## src/rtl/tri_bus_arbiter_pkg.sv

```systemverilog
// Shared types and encodings for the tristate bus arbiter.
package tri_bus_pkg;

  localparam logic [1:0] ENC_IDLE  = 2'd0;
  localparam logic [1:0] ENC_GRANT = 2'd1;
  localparam logic [1:0] ENC_TURN  = 2'd2;

  typedef enum logic [1:0] {
    IDLE  = ENC_IDLE,
    GRANT = ENC_GRANT,
    TURN  = ENC_TURN
  } state_t;

endpackage

```

## src/rtl/tri_bus_arbiter_if.sv

```systemverilog
// Request/grant bundle between the requesters and the arbiter.
interface tri_bus_arbiter_if #(
  parameter int unsigned N = 4
);
  logic [N-1:0]         req;
  logic [N-1:0]         gnt;
  logic [$clog2(N)-1:0] sel;
  logic                 busy;

  modport master (input req, output gnt, output sel, output busy);
  modport slave  (output req, input gnt, input sel, input busy);
endinterface

```

## src/rtl/tri_bus_arbiter_rr_pick.sv

```systemverilog
// Combinational round-robin pick: first set req bit at or above ptr, wrapping.
module rr_pick
  import tri_bus_pkg::*;
#(
  parameter int unsigned N = 4
) (
  input  logic [N-1:0]         i_req,
  input  logic [$clog2(N)-1:0] i_ptr,
  output logic [$clog2(N)-1:0] o_win_idx,
  output logic [N-1:0]         o_win_onehot,
  output logic                 o_any
);
  localparam int unsigned SW = $clog2(N);

  logic [SW-1:0] w_idx;
  logic          w_found;

  // Walk the request vector from ptr upward; the first hit wins.
  always_comb begin
    o_win_idx = '0;
    w_idx     = '0;
    w_found   = 1'b0;
    for (int unsigned k = 0; k < N; k++) begin
      w_idx = SW'((32'(i_ptr) + k) % N);
      if (!w_found && i_req[w_idx]) begin
        o_win_idx = w_idx;
        w_found   = 1'b1;
      end
    end
  end

  assign o_win_onehot = N'(1) << o_win_idx;
  assign o_any        = |i_req;

endmodule

```

## src/rtl/tri_bus_arbiter.sv

```systemverilog
// Round-robin arbiter/sequencer for a shared tristate bus with hold limit and
// forced all-off turnaround between owners.
module tri_bus_arbiter
  import tri_bus_pkg::*;
#(
  parameter int unsigned N          = 4,
  parameter int unsigned MAX_HOLD   = 8,
  parameter int unsigned TURNAROUND = 1
) (
  input  logic              clk,
  input  logic              rst,
  tri_bus_arbiter_if.master bus
);
  localparam int unsigned SW = $clog2(N);
  localparam int unsigned HW = $clog2(MAX_HOLD + 1);
  localparam int unsigned TW = $clog2(TURNAROUND + 1);

  state_t        r_state;
  logic [N-1:0]  r_gnt;
  logic [SW-1:0] r_sel;
  logic          r_busy;
  logic [SW-1:0] r_ptr;
  logic [HW-1:0] r_hold_cnt;
  logic [TW-1:0] r_turn_cnt;

  logic [SW-1:0] w_win_idx;
  logic [N-1:0]  w_win_onehot;
  logic          w_any;
  logic [SW-1:0] w_next_ptr;
  logic          w_turn_last;
  logic          w_release;
  logic          w_arb;

  rr_pick #(.N(N)) u_rr_pick (
    .i_req        (bus.req),
    .i_ptr        (r_ptr),
    .o_win_idx    (w_win_idx),
    .o_win_onehot (w_win_onehot),
    .o_any        (w_any)
  );

  assign w_next_ptr  = (w_win_idx == SW'(N - 1)) ? '0 : w_win_idx + SW'(1);
  assign w_turn_last = (r_turn_cnt == TW'(TURNAROUND - 1));
  // Owner dropping req and hitting the hold limit together is one release.
  assign w_release   = !bus.req[r_sel] || (r_hold_cnt == HW'(MAX_HOLD - 1));
  // Arbitration happens only from IDLE or on the final turnaround cycle.
  assign w_arb       = w_any && ((r_state == IDLE) || ((r_state == TURN) && w_turn_last));

  // FSM with registered grant, owner index, busy flag, pointer and counters.
  always_ff @(posedge clk) begin
    if (rst) begin
      r_state    <= IDLE;
      r_gnt      <= '0;
      r_sel      <= '0;
      r_busy     <= 1'b0;
      r_ptr      <= '0;
      r_hold_cnt <= '0;
      r_turn_cnt <= '0;
    end else if (w_arb) begin
      r_state    <= GRANT;
      r_gnt      <= w_win_onehot;
      r_sel      <= w_win_idx;
      r_busy     <= 1'b1;
      r_ptr      <= w_next_ptr;
      r_hold_cnt <= '0;
      r_turn_cnt <= '0;
    end else begin
      case (r_state)
        IDLE: begin
          r_busy <= 1'b0;
        end
        GRANT: begin
          if (w_release) begin
            r_state    <= TURN;
            r_gnt      <= '0;
            r_turn_cnt <= '0;
          end else begin
            r_hold_cnt <= r_hold_cnt + HW'(1);
          end
        end
        TURN: begin
          if (w_turn_last) begin
            r_state <= IDLE;
            r_busy  <= 1'b0;
          end else begin
            r_turn_cnt <= r_turn_cnt + TW'(1);
          end
        end
        default: begin
          r_state <= IDLE;
          r_gnt   <= '0;
          r_busy  <= 1'b0;
        end
      endcase
    end
  end

  assign bus.gnt  = r_gnt;
  assign bus.sel  = r_sel;
  assign bus.busy = r_busy;

endmodule

```

## src/flat_wrapper.sv

```systemverilog
// flat-port wrapper written by rule: the top's interface ports become plain ports
module tri_bus_arbiter_flat import tri_bus_pkg::*;
#(
  parameter int unsigned N          = 4,
  parameter int unsigned MAX_HOLD   = 8,
  parameter int unsigned TURNAROUND = 1
)
  (clk, rst, bus_req, bus_gnt, bus_sel, bus_busy);
  tri_bus_arbiter_if #(.N(N)) bus_i ();
  input  logic clk;
  input  logic rst;
  input wire logic [$bits(bus_i.req)-1:0] bus_req;
  output wire logic [$bits(bus_i.gnt)-1:0] bus_gnt;
  output wire logic [$bits(bus_i.sel)-1:0] bus_sel;
  output wire logic [$bits(bus_i.busy)-1:0] bus_busy;
  assign bus_i.req = bus_req;
  assign bus_gnt = bus_i.gnt;
  assign bus_sel = bus_i.sel;
  assign bus_busy = bus_i.busy;
  tri_bus_arbiter #(.N(N), .MAX_HOLD(MAX_HOLD), .TURNAROUND(TURNAROUND)) u_core (.clk(clk), .rst(rst), .bus(bus_i));
endmodule
```

## config.mk

```make
export PLATFORM = sky130hd
export DESIGN_NAME = tri_bus_arbiter_flat
export DESIGN_NICKNAME = d
export VERILOG_FILES = /design/src/rtl/tri_bus_arbiter_pkg.sv /design/src/rtl/tri_bus_arbiter_if.sv /design/src/rtl/tri_bus_arbiter_rr_pick.sv /design/src/rtl/tri_bus_arbiter.sv /design/src/flat_wrapper.sv
export SDC_FILE = /design/constraint.sdc
export NUM_CORES = 1
export LEC_CHECK = 0
export CORE_MARGIN = 2
export CORE_UTILIZATION = 45
export DETAILED_ROUTE_END_ITERATION = 8
export PLACE_DENSITY = 0.72
export SETUP_SLACK_MARGIN = 0.15
export SLEW_MARGIN = 20
export SYNTH_ARGS = -nofsm -noshare
export SYNTH_HDL_FRONTEND = slang
export SYNTH_SLANG_ARGS = --single-unit
```

## constraint.sdc

```tcl
create_clock -name clk -period 1.8 [get_ports clk]
set_clock_uncertainty 0.05 [all_clocks]
set_input_delay 0.36 -clock clk [delete_from_list [all_inputs] [get_ports clk]]
set_output_delay 0.36 -clock clk [all_outputs]
set_load 0.05 [all_outputs]
```

==> metrics.cfg <==
[finish]
multi_input_area_um2=498
regArea_um2=313
design_area_um2=1090
nFillCells=127
area_growth_syn_to_layout_pct=39.8
fin_nets=125
drive_gt1_share_pct=44.2
diodes=0

[detailed_routing]
dr_total_vias=727
drt_iter0_markers=13
ant_nets=0
wl_um=1820
post_drt_via_cell_ratio=5.59
routedWlPerCell_um=14.0
dr.pass1.iters=4
drc=0

[synthesis]
ys.flop_type=dfxtp_1
ys_types=33
ys_ff_latch=15
syn_nets=96
synth-seq-area-share_pct=38.4
synthesis.instances=85
synth_area_um2=782
avgSynthCellArea_um2=9.20
yosysWarnings=0
synth-edff-count=0
synth-async-reset-ratio_pct=0

[clock_tree]
clock_path_buffers=2
cts_max_level=1
clock_latency_ps=290
cts_tree=yes
cts.sinks=15
root_buffer=clkbuf_4
clk_pin_slew_ps=90
ctsHoldBuffers=0
cts_buffers=3

[global_route]
grt_max_degree=16
overflow=0
grt_pass1_vias=672
grt_pass1_wl_um=2860
antenna_found_initial=0
grtUsageTotal_pct=19.0

[power]
peakVddDrop_mv=0.594
p_sw_uw=322
swShare_pct=34.8
p_clk_share_pct=21.2
seq_power_share_pct=42.1
power_frac_comb_pct=36.7
p_leak_nw=0.462
power_uw=927
power.density_nw_per_um2=847
p_int_uw=604

[die]
pin_count=13
dieArea_um2=2090
row_count=15
start_util_pct=46.8
core_area_um2=1670
die_w_um=45.7
die_h_um=45.7

[setup_path]
crit_buf_inv=1
cpPeakStageDelay_ps=370
cp_cell_sequence=nor2b_4, o21ai_1, o31ai_4, inv_1, ha_2, mux2_4, a22oi_2, nor2_1
crit_family=compound AO/OA/AOI/OAI gates
reg2reg_setup_slack_ps=120
crit_required_ps=1920
crit_type=reg -> reg
critPathCaptureType=flop
crit_path_start_kind=flop
worstPathMaxFanout=3
cp.arrival_ps=1800
crit_slowest_cell=dfxtp_4

[sta]
hold_viol_final=0
tightest_slew_ps=633
rsz0062_at_grt=yes
slew_headroom_pct=57.7
clock.fmax_ghz=0.597
period_share_pct=93.1
slew_viol_final=0
finalCriticalPeriod_ps=1680
whs_ps=438
setup_viol=0

[worst_hold_path]
min-delay-path-class=reg -> reg

[place]
io_buffers=12
place_area_um2=997
place_hpwl_um=1250
gp_congestion=0.795

[run_status]
status=complete, no violations

[flow_run]
maxCapViolCount=0

==> timing repair <==
action,CTS,global route
setup endpoints to repair,15,4
cloned,0,0
buffers inserted,2,5
resized for setup,17,5
pin swaps,3,5
==> Yosys cell counts, types with 2 or more instances <==
| cell | instances | area (um2) |
|---|---|---|
| nor3_1 | 6 | 30.0 |
| nor2b_1 | 4 | 25.0 |
| nor2_1 | 6 | 22.5 |
| clkbuf_1 | 2 | 7.51 |
| a21oi_1 | 7 | 35.0 |
| inv_1 | 5 | 18.8 |
| nor3b_1 | 2 | 15.0 |
| dfxtp_1 | 15 | 300 |
| and3_1 | 2 | 12.5 |
| ha_1 | 5 | 62.6 |
| nand2_1 | 4 | 15.0 |
| o21ai_0 | 6 | 30.0 |
==> logic make-up (layout without fill, tap and decap cells) <==
family	after synthesis	count (layout)	synth area share, %
XOR/XNOR	2	2	2.24
flip-flops	15	15	38.4
AND/OR/NAND/NOR	29	29	20.3
buffers and inverters	9	37	5.28
multiplexers	3	3	5.60
AO/OA/AOI/OAI	22	22	20.2
adder cells (fa/ha/maj)	5	5	8.00
==> worst register-to-register path, cell delays in order (launching register included) <==
cell and delay, ps:
dfxtp_4 370, nor2b_4 120, o21ai_1 120, o31ai_4 90, inv_1 110, ha_2 190, mux2_4 260, a22oi_2 180
nor2_1 70
==> routing by layer <==
layer / GRT usage (%) / vias to the layer above / share of wire (%)
met3: 5.95 / 0 / 4.7
met4: 1.76 / 0 / 0
met2: 32.7 / 20 / 49
met1: 24.0 / 347 / 47
li1: - / 360 / -
met5: 0 / - / 0
==> power groups by stage <==
stage               Combinational, mW  Clock, mW  Sequential, mW
floorplan                       0.139          0           0.446
global placement                0.290          0           0.393
detailed placement              0.294          0           0.393
CTS                             0.315      0.202           0.388
global route                    0.367      0.216           0.395
finish                          0.340      0.196           0.390
==> sequential cells by signal (all words and copies together) (netlist names) <==
signal / flops
u_core.bus.gnt: 4
u_core.r_hold_cnt: 4
u_core.bus.sel: 2
u_core.bus.busy: 1
u_core.r_ptr: 2
u_core.r_state: 2
==> final timing paths <==
path / start / endpoint / depth (start not counted)
min: u_core.r_state[1] / u_core.r_state[1] / 1
max: u_core.r_ptr[0] / u_core.bus.gnt[2] / 8
max reg2reg: u_core.r_ptr[0] / u_core.bus.gnt[2] / 8
min reg2reg: u_core.r_state[1] / u_core.r_state[1] / 1
==> through the flow <==
stage          worst slack (ps)  std cells  setup TNS, ps  util, %
4_1_cts                     146        125              0     63.7
2_1_floorplan              57.0         85              0        -
6_report                    125        130              0     65.5
5_1_grt                    52.5        130              0     65.5
3_5_place_dp               -650        119          -6400     59.7
3_3_place_gp               -566        119          -5670     59.7
==> final cells by class <==
cell class	instances	share of cell area, %
Multi-Input combinational cell	61	45.5
Tap cell	17	1.95
Inverter	5	1.72
Timing Repair Buffer	28	19.7
Clock inverter	1	0.458
Sequential cell	15	28.6
Clock buffer	3	2.06
==> cells in the final DEF (no fill, tap or decap), types with 2 or more instances in the layout <==
cell / count
clkdlybuf4s15_2: 2
nor3_1: 5
a21oi_1: 7
clkbuf_4: 3
o21ai_0: 5
ha_1: 4
nor2b_4: 2
nand2_1: 4
dfxtp_1: 11
clkbuf_2: 2
inv_2: 2
dfxtp_4: 3
nor2_1: 5
nor2b_1: 2
buf_4: 23
inv_1: 3
Power figures use the tool's default switching activity.
